===== src/rtl/fetch_pkg.sv =====
// Shared encodings for the instruction-fetch controller.
package fetch_pkg;

    // Controller state; explicit values keep the encoding stable across tools.
    typedef enum logic [1:0] {
        RUN   = 2'd0,
        STALL = 2'd1,
        HALT  = 2'd2
    } state_e;

    // Source selected onto new_pc.
    typedef enum logic [1:0] {
        SEL_SEQ  = 2'd0,   // pc_4 from the IF stage
        SEL_TGT  = 2'd1,   // redirect target resolved this cycle
        SEL_PEND = 2'd2,   // redirect target parked during a stall/halt
        SEL_RST  = 2'd3    // reset vector
    } sel_e;

    localparam logic [31:0] RESET_PC_DFLT = 32'h0000_0000;

endpackage


===== src/rtl/fetch_ctrl_sat_counter.sv =====
// Saturating up-counter with a synchronous clear.
module sat_counter #(
    parameter int CNT_W = 16
) (
    input  logic             clk,
    input  logic             rst,
    input  logic             inc,
    input  logic             clr,
    output logic [CNT_W-1:0] out
);

    localparam logic [CNT_W-1:0] MAX = '1;

    logic [CNT_W-1:0] r_cnt;

    // Count up on inc and stick at the all-ones value instead of wrapping.
    // NOTE: sequential state uses <= so every flop samples pre-edge values.
    always_ff @(posedge clk or posedge rst) begin
        if (rst) begin
            r_cnt <= '0;
        end else if (clr) begin
            r_cnt <= '0;
        end else if (inc && (r_cnt != MAX)) begin
            r_cnt <= r_cnt + CNT_W'(1);
        end
    end

    assign out = r_cnt;

endmodule


===== src/rtl/fetch_ctrl.sv =====
// Instruction-fetch sequencer: picks the next PC and the PC-hold signal each
// cycle, arbitrating halt > redirect > stall > sequential fetch.
module fetch_ctrl
    import fetch_pkg::*;
#(
    parameter logic [31:0] RESET_PC = RESET_PC_DFLT,
    parameter int          CNT_W    = 16
) (
    input  logic             clk,
    input  logic             rst,
    input  logic [31:0]      pc_4,
    input  logic             lu,
    input  logic             md_busy,
    input  logic             br_take,
    input  logic [31:0]      br_target,
    input  logic             jmp_take,
    input  logic [31:0]      jmp_target,
    input  logic             halt_req,
    input  logic             resume,
    output logic [31:0]      new_pc,
    output logic             fetch_stall,
    output logic             if_id_flush,
    output logic             halted,
    output logic [CNT_W-1:0] stall_cnt
);

    state_e      r_state;
    state_e      w_state_nxt;
    logic        r_pend_v;
    logic [31:0] r_pend_pc;

    sel_e        w_sel;
    logic        w_stall;
    logic        w_flush;
    logic        w_pend_load;
    logic        w_pend_clr;

    logic        w_stall_now;
    logic        w_redirect;
    logic [31:0] w_target;

    assign w_stall_now = lu | md_busy;
    assign w_redirect  = br_take | jmp_take;
    // A jump and a branch in the same cycle cannot both be real; the jump wins.
    assign w_target    = jmp_take ? jmp_target : br_target;

    // State register; reset drops any pending redirect and returns to RUN.
    always_ff @(posedge clk or posedge rst) begin
        if (rst) begin
            r_state <= RUN;
        end else begin
            r_state <= w_state_nxt;
        end
    end

    // Pending-redirect slot: the newest redirect seen during a stall wins.
    // NOTE: pend_pc is reset too; it is tiny and a known value eases debug.
    always_ff @(posedge clk or posedge rst) begin
        if (rst) begin
            r_pend_v  <= 1'b0;
            r_pend_pc <= '0;
        end else if (w_pend_load) begin
            r_pend_v  <= 1'b1;
            r_pend_pc <= w_target;
        end else if (w_pend_clr) begin
            r_pend_v  <= 1'b0;
        end
    end

    // Next-state and per-cycle control decode.
    // NOTE: every output gets a default first so no path infers a latch.
    always_comb begin
        w_state_nxt = r_state;
        w_sel       = SEL_SEQ;
        w_stall     = 1'b0;
        w_flush     = 1'b0;
        w_pend_load = 1'b0;
        w_pend_clr  = 1'b0;
        case (r_state)
            RUN: begin
                if (halt_req) begin
                    w_state_nxt = HALT;
                    w_stall     = 1'b1;
                    w_flush     = 1'b1;
                end else if (w_redirect && !w_stall_now) begin
                    w_sel   = SEL_TGT;
                    w_flush = 1'b1;
                end else if (w_redirect) begin
                    w_pend_load = 1'b1;
                    w_stall     = 1'b1;
                    w_state_nxt = STALL;
                end else if (w_stall_now) begin
                    w_stall     = 1'b1;
                    w_state_nxt = STALL;
                end
            end
            STALL: begin
                if (halt_req) begin
                    w_state_nxt = HALT;
                    w_stall     = 1'b1;
                    w_flush     = 1'b1;
                end else if (w_stall_now) begin
                    w_stall     = 1'b1;
                    w_pend_load = w_redirect;
                end else begin
                    w_state_nxt = RUN;
                    if (w_redirect) begin
                        // A fresh redirect on the exit cycle supersedes the parked one.
                        w_sel      = SEL_TGT;
                        w_flush    = 1'b1;
                        w_pend_clr = 1'b1;
                    end else if (r_pend_v) begin
                        w_sel      = SEL_PEND;
                        w_flush    = 1'b1;
                        w_pend_clr = 1'b1;
                    end
                end
            end
            HALT: begin
                w_stall = 1'b1;
                if (resume) begin
                    w_state_nxt = RUN;
                    if (r_pend_v) begin
                        w_sel      = SEL_PEND;
                        w_stall    = 1'b0;
                        w_flush    = 1'b1;
                        w_pend_clr = 1'b1;
                    end
                end
            end
            default: begin
                w_state_nxt = RUN;
            end
        endcase
        // While reset is held the IF stage sees the reset vector and no hold.
        if (rst) begin
            w_sel   = SEL_RST;
            w_stall = 1'b0;
            w_flush = 1'b0;
        end
    end

    // Next-PC mux.
    always_comb begin
        case (w_sel)
            SEL_TGT:  new_pc = w_target;
            SEL_PEND: new_pc = r_pend_pc;
            SEL_RST:  new_pc = RESET_PC;
            default:  new_pc = pc_4;
        endcase
    end

    assign fetch_stall = w_stall;
    assign if_id_flush = w_flush;
    assign halted      = (r_state == HALT);

    sat_counter #(.CNT_W(CNT_W)) u_stall_cnt (
        .clk (clk),
        .rst (rst),
        .inc (w_stall),
        .clr (1'b0),
        .out (stall_cnt)
    );

endmodule


===== config.mk =====
export PLATFORM = sky130hd
export DESIGN_NAME = fetch_ctrl
export DESIGN_NICKNAME = d
export VERILOG_FILES = /design/src/rtl/fetch_pkg.sv /design/src/rtl/fetch_ctrl_sat_counter.sv /design/src/rtl/fetch_ctrl.sv
export SDC_FILE = /design/constraint.sdc
export NUM_CORES = 1
export LEC_CHECK = 0
export ABC_AREA = 1
export CELL_PAD_IN_SITES_DETAIL_PLACEMENT = 0
export CELL_PAD_IN_SITES_GLOBAL_PLACEMENT = 2
export CORE_MARGIN = 1
export CORE_UTILIZATION = 22
export CTS_BUF_LIST = sky130_fd_sc_hd__clkbuf_16
export DETAILED_ROUTE_END_ITERATION = 12
export GPL_TIMING_DRIVEN = 0
export PLACE_DENSITY = 0.93
export RECOVER_POWER = 100
export SLEW_MARGIN = 40
export SYNTH_ARGS = -nofsm -noshare
export SYNTH_HDL_FRONTEND = slang
export SYNTH_HIERARCHICAL = 1
export SYNTH_SLANG_ARGS = --single-unit

===== constraint.sdc =====
create_clock -name clk -period 3.22 [get_ports clk]
set_input_delay 0.644 -clock clk [delete_from_list [all_inputs] [get_ports clk]]
set_output_delay 0.644 -clock clk [all_outputs]
set_load 0.02 [all_outputs]

; Word level (Yosys, flattened, before mapping)
; Index checks and enable logic that the tools add are counted.
[classes]
n_addsub = 1
n_mul = 0
div = 0
magnitude_cmp = 0
eq_ne = 10
n_shift = 0
muxes = 47
n_bitwise = 2
n_reduce_logical = 6
[ops]
columns = op, count
row1 = one-hot mux 32 bit (3 select lines), 1
row2 = 2-to-1 mux 32 bit, 1
row3 = 2-to-1 mux 1 bit, 26
row4 = 2-to-1 mux 2 bit, 13
row5 = "adder 16 x 1 -> 16 bit, second input constant", 1
row6 = "inequality test 16 bit, second input constant", 1
row7 = one-hot mux 2 bit (3 select lines), 2
row8 = "equality test 2 bit, second input constant", 3
row9 = "inequality test 3 bit, second input constant", 2
row10 = one-hot mux 1 bit (3 select lines), 2
row11 = "equality test 2 x 1 -> 1 bit, second input constant", 2
row12 = "inequality test 4 bit, second input constant", 1
row13 = one-hot mux 1 bit (2 select lines), 2
row14 = AND reduction 4 bit, 1
row15 = logical AND 1 bit, 2
row16 = zero test 2 bit, 1
row17 = "inequality test 2 bit, second input constant", 1
row18 = bitwise OR 1 bit, 2
row19 = nonzero test 2 bit, 1
row20 = zero test 1 bit, 1
[word_totals]
ff_bits = 51
latchBits = 0
mem_bits_rw = 0
romBits = 0
input_bits = 104
output_inout_bits = 51
n_memories = 0

; Logic depth before layout (Yosys ltp)
; Gate-level depths: netlist (run 1).
[depth]
depth_word = 9
ltp_mapped = 13
depth_no_buf = 13

; Modules after synthesis
; The synthesis (run 1) kept the hierarchy.
[by_module_without_submodules]
columns = module, instances, cells_each, area_per_inst_um2, seq_area_each_um2
row1 = fetch_ctrl, 1, 413, 2655.0, 875.8
row2 = sat_counter, 1, 161, 1081.0, 400.4

; Worst setup path after synthesis (run 1)
; No wires, ideal clock.
[synth_path]
kind = input port to output port
start = input rst
end = output new_pc[0]
arrival_ns = 2.333
required_ns = 2.576
setup_slack_ns = 0.243
path_stages = 6
n_path_buf = 1
path_cell_list = inv_1 nand2_1 nor2_2 buf_2 nand3_1 nand3_1
[synth_via]
elab_chain_cells = 3
word_cells_on_any_way = 5
classes_between = eq/ne (3) / mux (2)
[synth_rtl]
columns = item, line_no
row1 = start: declaration, fetch_ctrl.sv:10  ; input logic rst,
row2 = 2-to-1 mux 2 bit *, fetch_ctrl.sv:136  ; if (rst) begin
row3 = equality test 2 bit or equality test 2 x 1 -> 1 bit (tied branches), fetch_ctrl.sv:145  ; case (w_sel)
row4 = one-hot mux 32 bit (3 select lines) *, fetch_ctrl.sv:145
row5 = end: declaration, fetch_ctrl.sv:20  ; output logic [31:0] new_pc,
; Mark *: on every way between the ends. The rest lies on a longest branch, timed or not.

; Final worst setup path (run 1)
[layout_path]
start = input halt_req
end = output new_pc[20]
[layout_via]
elab_chain_cells = 5
word_cells_on_any_way = 8
classes_between = eq/ne (3) / mux (5)
[layout_rtl]
columns = item, line_no
row1 = start: declaration, fetch_ctrl.sv:18  ; input logic halt_req,
row2 = 2-to-1 mux 2 bit or 2-to-1 mux 1 bit (tied branches), "fetch_ctrl.sv:98, fetch_ctrl.sv:81"
row3 = one-hot mux 2 bit (3 select lines) *, fetch_ctrl.sv:79  ; case (r_state)
row4 = 2-to-1 mux 2 bit *, fetch_ctrl.sv:136
row5 = equality test 2 bit or equality test 2 x 1 -> 1 bit (tied branches), fetch_ctrl.sv:145
row6 = one-hot mux 32 bit (3 select lines) *, fetch_ctrl.sv:145
; Marks and branches as above.

==> flow_metrics.env, run 1 <==
export IMPL_synth_compound_area_share_pct=7.23
export IMPL_dpl_cell_count=952
export IMPL_numCtsBuffers=5
export IMPL_std_cell_rows=47
export IMPL_clkTransAtPathRegs_ps=70
export IMPL_p_leak_nw=2.62
export IMPL_die_height_um=132
export IMPL_pre_cts_slack_ps=-653
export IMPL_combPwrFrac_pct=48.3
export IMPL_clockBufferDepth=2
export IMPL_cts_sinks=51
export IMPL_cts_tree="done"
export IMPL_yosys_area_top_type_share_pct=34.2
export IMPL_synthFlopType="dfrtp_1"
export IMPL_synth_cell_types=30
export IMPL_route_vias_total=4513
export IMPL_synth_seq_cells=51
export IMPL_syn_area_um2=3740
export IMPL_start_util_pct=22.5
export IMPL_rsz0062_at_grt="no"
export IMPL_maxCapViolCount=0
export IMPL_crit_path_cell_trace="clkdlybuf4s50_1 -> inv_2 -> nand2_2 -> nor2_2 -> a21oi_4 -> buf_4 -> clkbuf_4 -> nand3_1 -> nand3_1 -> clkdlybuf4s15_2"
export IMPL_setup_slack_ps=107
export IMPL_synth_top_family_by_area="simple AND/OR/NAND/NOR gates"
export IMPL_skew_ps=4.86
export IMPL_crit_required_ps=2580
export IMPL_p_sw_share_pct=42.0
export IMPL_grt_pass1_wl_mm=24.6
export IMPL_viasPerCell=4.69
export IMPL_slowest_delay_ps=510
export IMPL_hold_viol_final=0
export IMPL_cts_root_buf="clkbuf_16"
export IMPL_peakVddDrop_uv=219
export IMPL_first_pass_iters=4
export IMPL_ys_warnings_count=6
export IMPL_internal_power_mw=1.82
export IMPL_synthAdderAreaFrac_pct=1.67
export IMPL_tightestPinTransition_ps=665
export IMPL_yosys_top_cells_count="nand2_1 (178), nand3_1 (143), nor2_1 (57), dfrtp_1 (51), a31oi_1 (33)"
export IMPL_crit_arrival_ps=2470
export IMPL_syn_inst=574
export IMPL_drt_total_wl_mm=15.4
export IMPL_routedWlPerCell_um=16.0
export IMPL_async_reset_ff_share_pct=100
export IMPL_synth_simple_area_share_pct=48.0
export IMPL_ys_seq_area_share_pct=34.2
export IMPL_drive_above_1_share_pct=10.1
export IMPL_fmax_mhz=321
export IMPL_fin_crit_ps=3110
export IMPL_fillCellCount=1845
export IMPL_num_antenna_cells=0
export IMPL_final_cell_area_um2=5690
export IMPL_fp_dieW_um=132
export IMPL_placed_cell_area_um2=5580
export IMPL_fin_crit_sh_pct=96.7
export IMPL_path_max_fanout=10
export IMPL_area_growth_syn_to_layout_pct=52.2
export IMPL_clk_insertion_delay_late_ps=290
export IMPL_switchingPower_mw=1.31
export IMPL_antenna_found_initial=0
export IMPL_yosysMostFrequentCell="nand2_1"
export IMPL_grt_pass1_vias=4441
export IMPL_nNetsFinal=850
export IMPL_power_density_nw_per_um2=550
export IMPL_hold_path_class="reg -> reg"
export IMPL_setup_violations=0
export IMPL_synth_mux_area_share_pct=0
export IMPL_synth_edf_count=0
export IMPL_total_power_mw=3.13
export IMPL_cp_start_kind="input port"
export IMPL_top_level_ports=155
export IMPL_drc_errors=0
export IMPL_grtUsageTotal_pct=17.8
export IMPL_pwr_share_seq_pct=31.9
export IMPL_dieArea_um2=17500
export IMPL_grt_max_degree=30
export IMPL_dp_hpwl_mm=11.4
export IMPL_htree_num_levels=2
export IMPL_netlist_top_cells_area="dfrtp_1 (34%), nand3_1 (19%), nand2_1 (18%)"
export IMPL_slew_limit_headroom_pct=55.6
export IMPL_ant_nets=0
export IMPL_synth_top_cell_by_area="dfrtp_1"
export IMPL_final_cells=962
export IMPL_cp_common_cell="nand3_1"
export IMPL_slowest_stage="clkdlybuf4s50_1"
export IMPL_drv_slew=0
export IMPL_drt_iter0_drc=288
export IMPL_portBuffers=153
export IMPL_avgSynthCellArea_um2=6.51
export IMPL_coreArea_um2=16600
export IMPL_synth_xor_area_share_pct=0.703
export IMPL_status="complete, no violations"
export IMPL_worstSetupPathType="in -> out"
export IMPL_place_gp_congestion=0.819
export IMPL_end_kind="output pin"
export IMPL_grt_ovfl_total=0
export IMPL_pwr_share_clk_pct=19.8
## final timing paths
path                            depth (start not counted)                              to  slack [ps]                   start
max in group asynchronous                               2  u_stall_cnt/out[1]$_DFFE_PP0P_        2130                     rst
worst max register to register                         12  u_stall_cnt/out[0]$_DFFE_PP0P_         670  r_state[1]$_DFFE_PP0P_
worst max-delay path                                   10                      new_pc[20]         110                halt_req
worst min-delay path                                    2            r_pend_v$_DFFE_PP0P_         550    r_pend_v$_DFFE_PP0P_
worst min register to register                          2            r_pend_v$_DFFE_PP0P_         550    r_pend_v$_DFFE_PP0P_
min in group asynchronous                               3          r_state[0]$_DFFE_PP0P_         640                     rst
## per-stage QoR
stage	utilization [%]	TNS (ps)	hold slack [ps]
2_1_floorplan	-	0	482
3_3_place_gp	33.5	-71040	519
3_5_place_dp	33.7	-19180	533
4_1_cts	34.9	0	548
5_1_grt	34.3	0	567
6_report	34.3	0	549
## critical path, delay by kind of cell
family	cells	cell delay, ps
AND/OR/NAND/NOR	4	380
AO/OA/AOI/OAI	1	160
buffers and inverters	5	1290
## kinds of logic (layout without fill, tap and decap cells)
family,count (synthesis),in the layout
flops,51,51
compound gates,43,43
other cells,1,5
simple gates,405,405
xor+xnor,3,3
buf+inv,66,230
fa+ha+maj,5,5
## layer usage
metal | track usage [%] | part of all wire, % | up-vias
li1 | - | - | 2252
met1 | 24.2 | 47 | 2114
met2 | 29.7 | 47 | 136
met3 | 2.77 | 4.8 | 11
met4 | 3.51 | 1.1 | 0
met5 | 0 | 0 | -
## cell usage in the layout (no fill, tap or decap), drive strengths merged
cell / synthesis / final
nand4: 11 / 11
clkdlybuf4s15: 0 / 11
clkinvlp: 0 / 1
o211ai: 1 / 1
clkinv: 1 / 3
a31oi: 33 / 33
buf: 25 / 17
dfrtp: 51 / 51
clkbuf: 9 / 44
nand2: 184 / 184
dlygate4sd2: 0 / 3
clkdlybuf4s50: 0 / 102
inv: 31 / 30
o21ai: 4 / 4
dlygate4sd3: 0 / 18
xnor2: 1 / 1
a21oi: 5 / 5
bufinv: 0 / 1
ha: 5 / 5
nand3: 143 / 143
nand3b: 2 / 2
conb: 1 / 5
nor3: 1 / 1
xor2: 2 / 2
nor2: 64 / 64
## final cells by class
class,instances,area (µm²),area share [%]
multi-input combinational,461,2190,38.4
timing repair buffer,156,1470,25.8
sequential,51,1280,22.4
tap,220,275,4.84
buffer,34,194,3.41
clock buffer,5,125,2.20
inverter,32,124,2.18
clock inverter,3,38.8,0.682
## power by group through the flow
stage / Combinational [mW] / Clock [mW] / Sequential (mW)
2_1_floorplan: 0.942 / 0 / 0.985
3_3_place_gp: 1.61 / 0 / 1.00
3_5_place_dp: 1.61 / 0 / 1.01
4_1_cts: 1.57 / 0.635 / 0.997
5_1_grt: 1.67 / 0.664 / 1.03
6_report: 1.51 / 0.620 / 0.998
## sequential cells by signal, indices dropped and copies added, names as in the netlist
name and flops:
r_pend_v 1, r_state 2, r_pend_pc 32, u_stall_cnt/out 16
## repair_timing
| item | 4_1_cts | 5_1_grt |
|---|---|---|
| pin swaps | 1 | 0 |
| buffers inserted | 2 | 0 |
| hold buffers | 0 | 0 |
| endpoints found under the setup margin | 34 | 30 |
| resized for setup | 79 | 35 |
(Power assumes the default switching activity.)
==> inputs of run 2 (changes only) <==
--- a/config.mk
+++ b/config.mk
@@ -10,8 +10,9 @@
 export CELL_PAD_IN_SITES_GLOBAL_PLACEMENT = 2
 export CORE_MARGIN = 1
 export CORE_UTILIZATION = 22
-export CTS_BUF_LIST = sky130_fd_sc_hd__clkbuf_16
+export CTS_BUF_LIST = sky130_fd_sc_hd__clkbuf_8
 export DETAILED_ROUTE_END_ITERATION = 12
+export GPL_ROUTABILITY_DRIVEN = 0
 export GPL_TIMING_DRIVEN = 0
 export PLACE_DENSITY = 0.93
 export RECOVER_POWER = 100
==> flow_metrics.env, run 2 (synthesized netlist as in run 1, its figures left out) <==
export IMPL_fin_crit_sh_pct=96.8
export IMPL_whs_ps=558
export IMPL_ant_nets=0
export IMPL_final_cell_area_um2=5640
export IMPL_worstSetupPathType="in -> out"
export IMPL_drt_iter0_drc=330
export IMPL_routedWlPerCell_um=16.0
export IMPL_path_max_fanout=10
export IMPL_crit_required_ps=2580
export IMPL_fin_util_pct=34.0
export IMPL_tns_ps=0
export IMPL_start_util_pct=22.5
export IMPL_status="complete, no violations"
export IMPL_clockBufferDepth=2
export IMPL_route_vias_total=4537
export IMPL_setup_slack_ps=104
export IMPL_layout_common_cells="nand2_1 (177), nand3_1 (143), clkdlybuf4s50_1 (102)"
export IMPL_crit_arrival_ps=2470
export IMPL_top_register="r_pend_pc"
export IMPL_die_height_um=132
export IMPL_final_cells=962
export IMPL_cp_start_kind="input port"
export IMPL_crit_path_cell_trace="clkdlybuf4s50_1 -> inv_2 -> nand2_2 -> nor2_2 -> a21oi_4 -> buf_4 -> clkbuf_4 -> nand3_1 -> nand3_1 -> clkdlybuf4s15_2"
export IMPL_regArea_um2=1280
export IMPL_first_pass_iters=5
export IMPL_dp_hpwl_mm=11.4
export IMPL_dpl_cell_count=952
export IMPL_drive_above_1_share_pct=10.2
export IMPL_switchingPower_mw=1.30
export IMPL_skew_ps=8.35
export IMPL_power_density_nw_per_um2=532
export IMPL_fp_dieW_um=132
export IMPL_hold_path_class="reg -> reg"
export IMPL_internal_power_mw=1.70
export IMPL_portBuffers=153
export IMPL_tightestPinTransition_ps=674
export IMPL_final_common_cell="nand2_1"
export IMPL_grtUsageTotal_pct=17.8
export IMPL_cts_sinks=51
export IMPL_drt_total_wl_mm=15.4
export IMPL_end_kind="output pin"
export IMPL_grt_ovfl_total=0
export IMPL_grt_pass1_vias=4437
export IMPL_p_sw_share_pct=43.3
export IMPL_grt_max_degree=30
export IMPL_p_leak_nw=2.60
export IMPL_dieArea_um2=17500
export IMPL_top_level_ports=155
export IMPL_critPathBufInv=5
export IMPL_drc_errors=0
export IMPL_fmax_mhz=321
export IMPL_numCtsBuffers=5
export IMPL_placed_cell_area_um2=5580
export IMPL_grt_pass1_wl_mm=24.6
export IMPL_antenna_found_initial=0
export IMPL_cts_hold_buf=0
export IMPL_slew_limit_headroom_pct=55.0
export IMPL_total_power_mw=3.00
export IMPL_cp_common_cell="nand3_1"
export IMPL_viasPerCell=4.72
export IMPL_combPwrFrac_pct=50.3
export IMPL_cts_root_buf="clkbuf_8"
export IMPL_num_antenna_cells=0
export IMPL_slowest_stage="clkdlybuf4s50_1"
export IMPL_clk_insertion_delay_late_ps=310
export IMPL_pwr_share_seq_pct=33.2
export IMPL_htree_num_levels=2
export IMPL_multi_input_area_um2=2190
export IMPL_cts_tree="done"
export IMPL_clkTransAtPathRegs_ps=100
export IMPL_drv_slew=0
export IMPL_largest_reg_flops=32
export IMPL_nNetsFinal=850
export IMPL_rsz0062_at_grt="no"
export IMPL_fillCellCount=1852
export IMPL_pre_cts_slack_ps=-653
export IMPL_fin_crit_ps=3120
export IMPL_pwr_share_clk_pct=16.5
export IMPL_path_delay_family="buffers and inverters"
export IMPL_coreArea_um2=16600
export IMPL_hold_viol_final=0
export IMPL_setup_violations=0
export IMPL_maxCapViolCount=0
export IMPL_peakVddDrop_uv=207
export IMPL_slowest_delay_ps=510
export IMPL_std_cell_rows=47
export IMPL_area_growth_syn_to_layout_pct=51.0
==> run 2: path summary, 6_finish.rpt <==
check                      depth (start not counted)                             end  slack (ps)                    from
hold / removal                                     2            r_pend_v$_DFFE_PP0P_         560    r_pend_v$_DFFE_PP0P_
setup / recovery                                  10                      new_pc[20]         100                halt_req
min in group asynchronous                          3          r_state[0]$_DFFE_PP0P_         610                     rst
hold reg to reg                                    2            r_pend_v$_DFFE_PP0P_         560    r_pend_v$_DFFE_PP0P_
setup reg to reg                                  12  u_stall_cnt/out[0]$_DFFE_PP0P_         670  r_state[1]$_DFFE_PP0P_
max in group asynchronous                          2  u_stall_cnt/out[2]$_DFFE_PP0P_        2150                     rst
==> run 2: power by group through the flow <==
stage                     clock network [mW]  registers [mW]  logic [mW]
after global routing                   0.538            1.02        1.67
after floorplan                            0           0.985       0.942
final                                  0.494           0.997        1.51
after detailed placement                   0            1.01        1.61
after global placement                     0            1.00        1.61
after CTS                              0.507           0.996        1.57
==> run 2: final cells by class <==
cell class              instances  area share (%)
clock buffers                   6            1.46
flip-flops and latches         51            22.6
multi-input cells             461            38.8
well taps                     220            4.88
inverters                      32            2.20
clock inverters                 2           0.621
repair buffers                156            26.0
plain buffers                  34            3.44
==> run 2: worst min-delay path: stages, from the launching register on <==
cell     delay [ps]
dfrtp_1         420
nand2_1          70
nand2_1          40
==> run 2: layer usage <==
metal  up-vias  routed length [µm]  track usage (%)
li1       2248                   -                -
met1      2124                7290             24.3
met2       151                7160             29.6
met3        14                 707             2.69
met4         0                 201             3.70
met5         -                   0                0
==> run 2: what timing repair did <==
action                                  CTS  global route
endpoints found under the setup margin   34            30
setup buffers                             2             0
pin swaps                                 1             0
gates resized for setup                  79            35
endpoints found under the hold margin     0             0
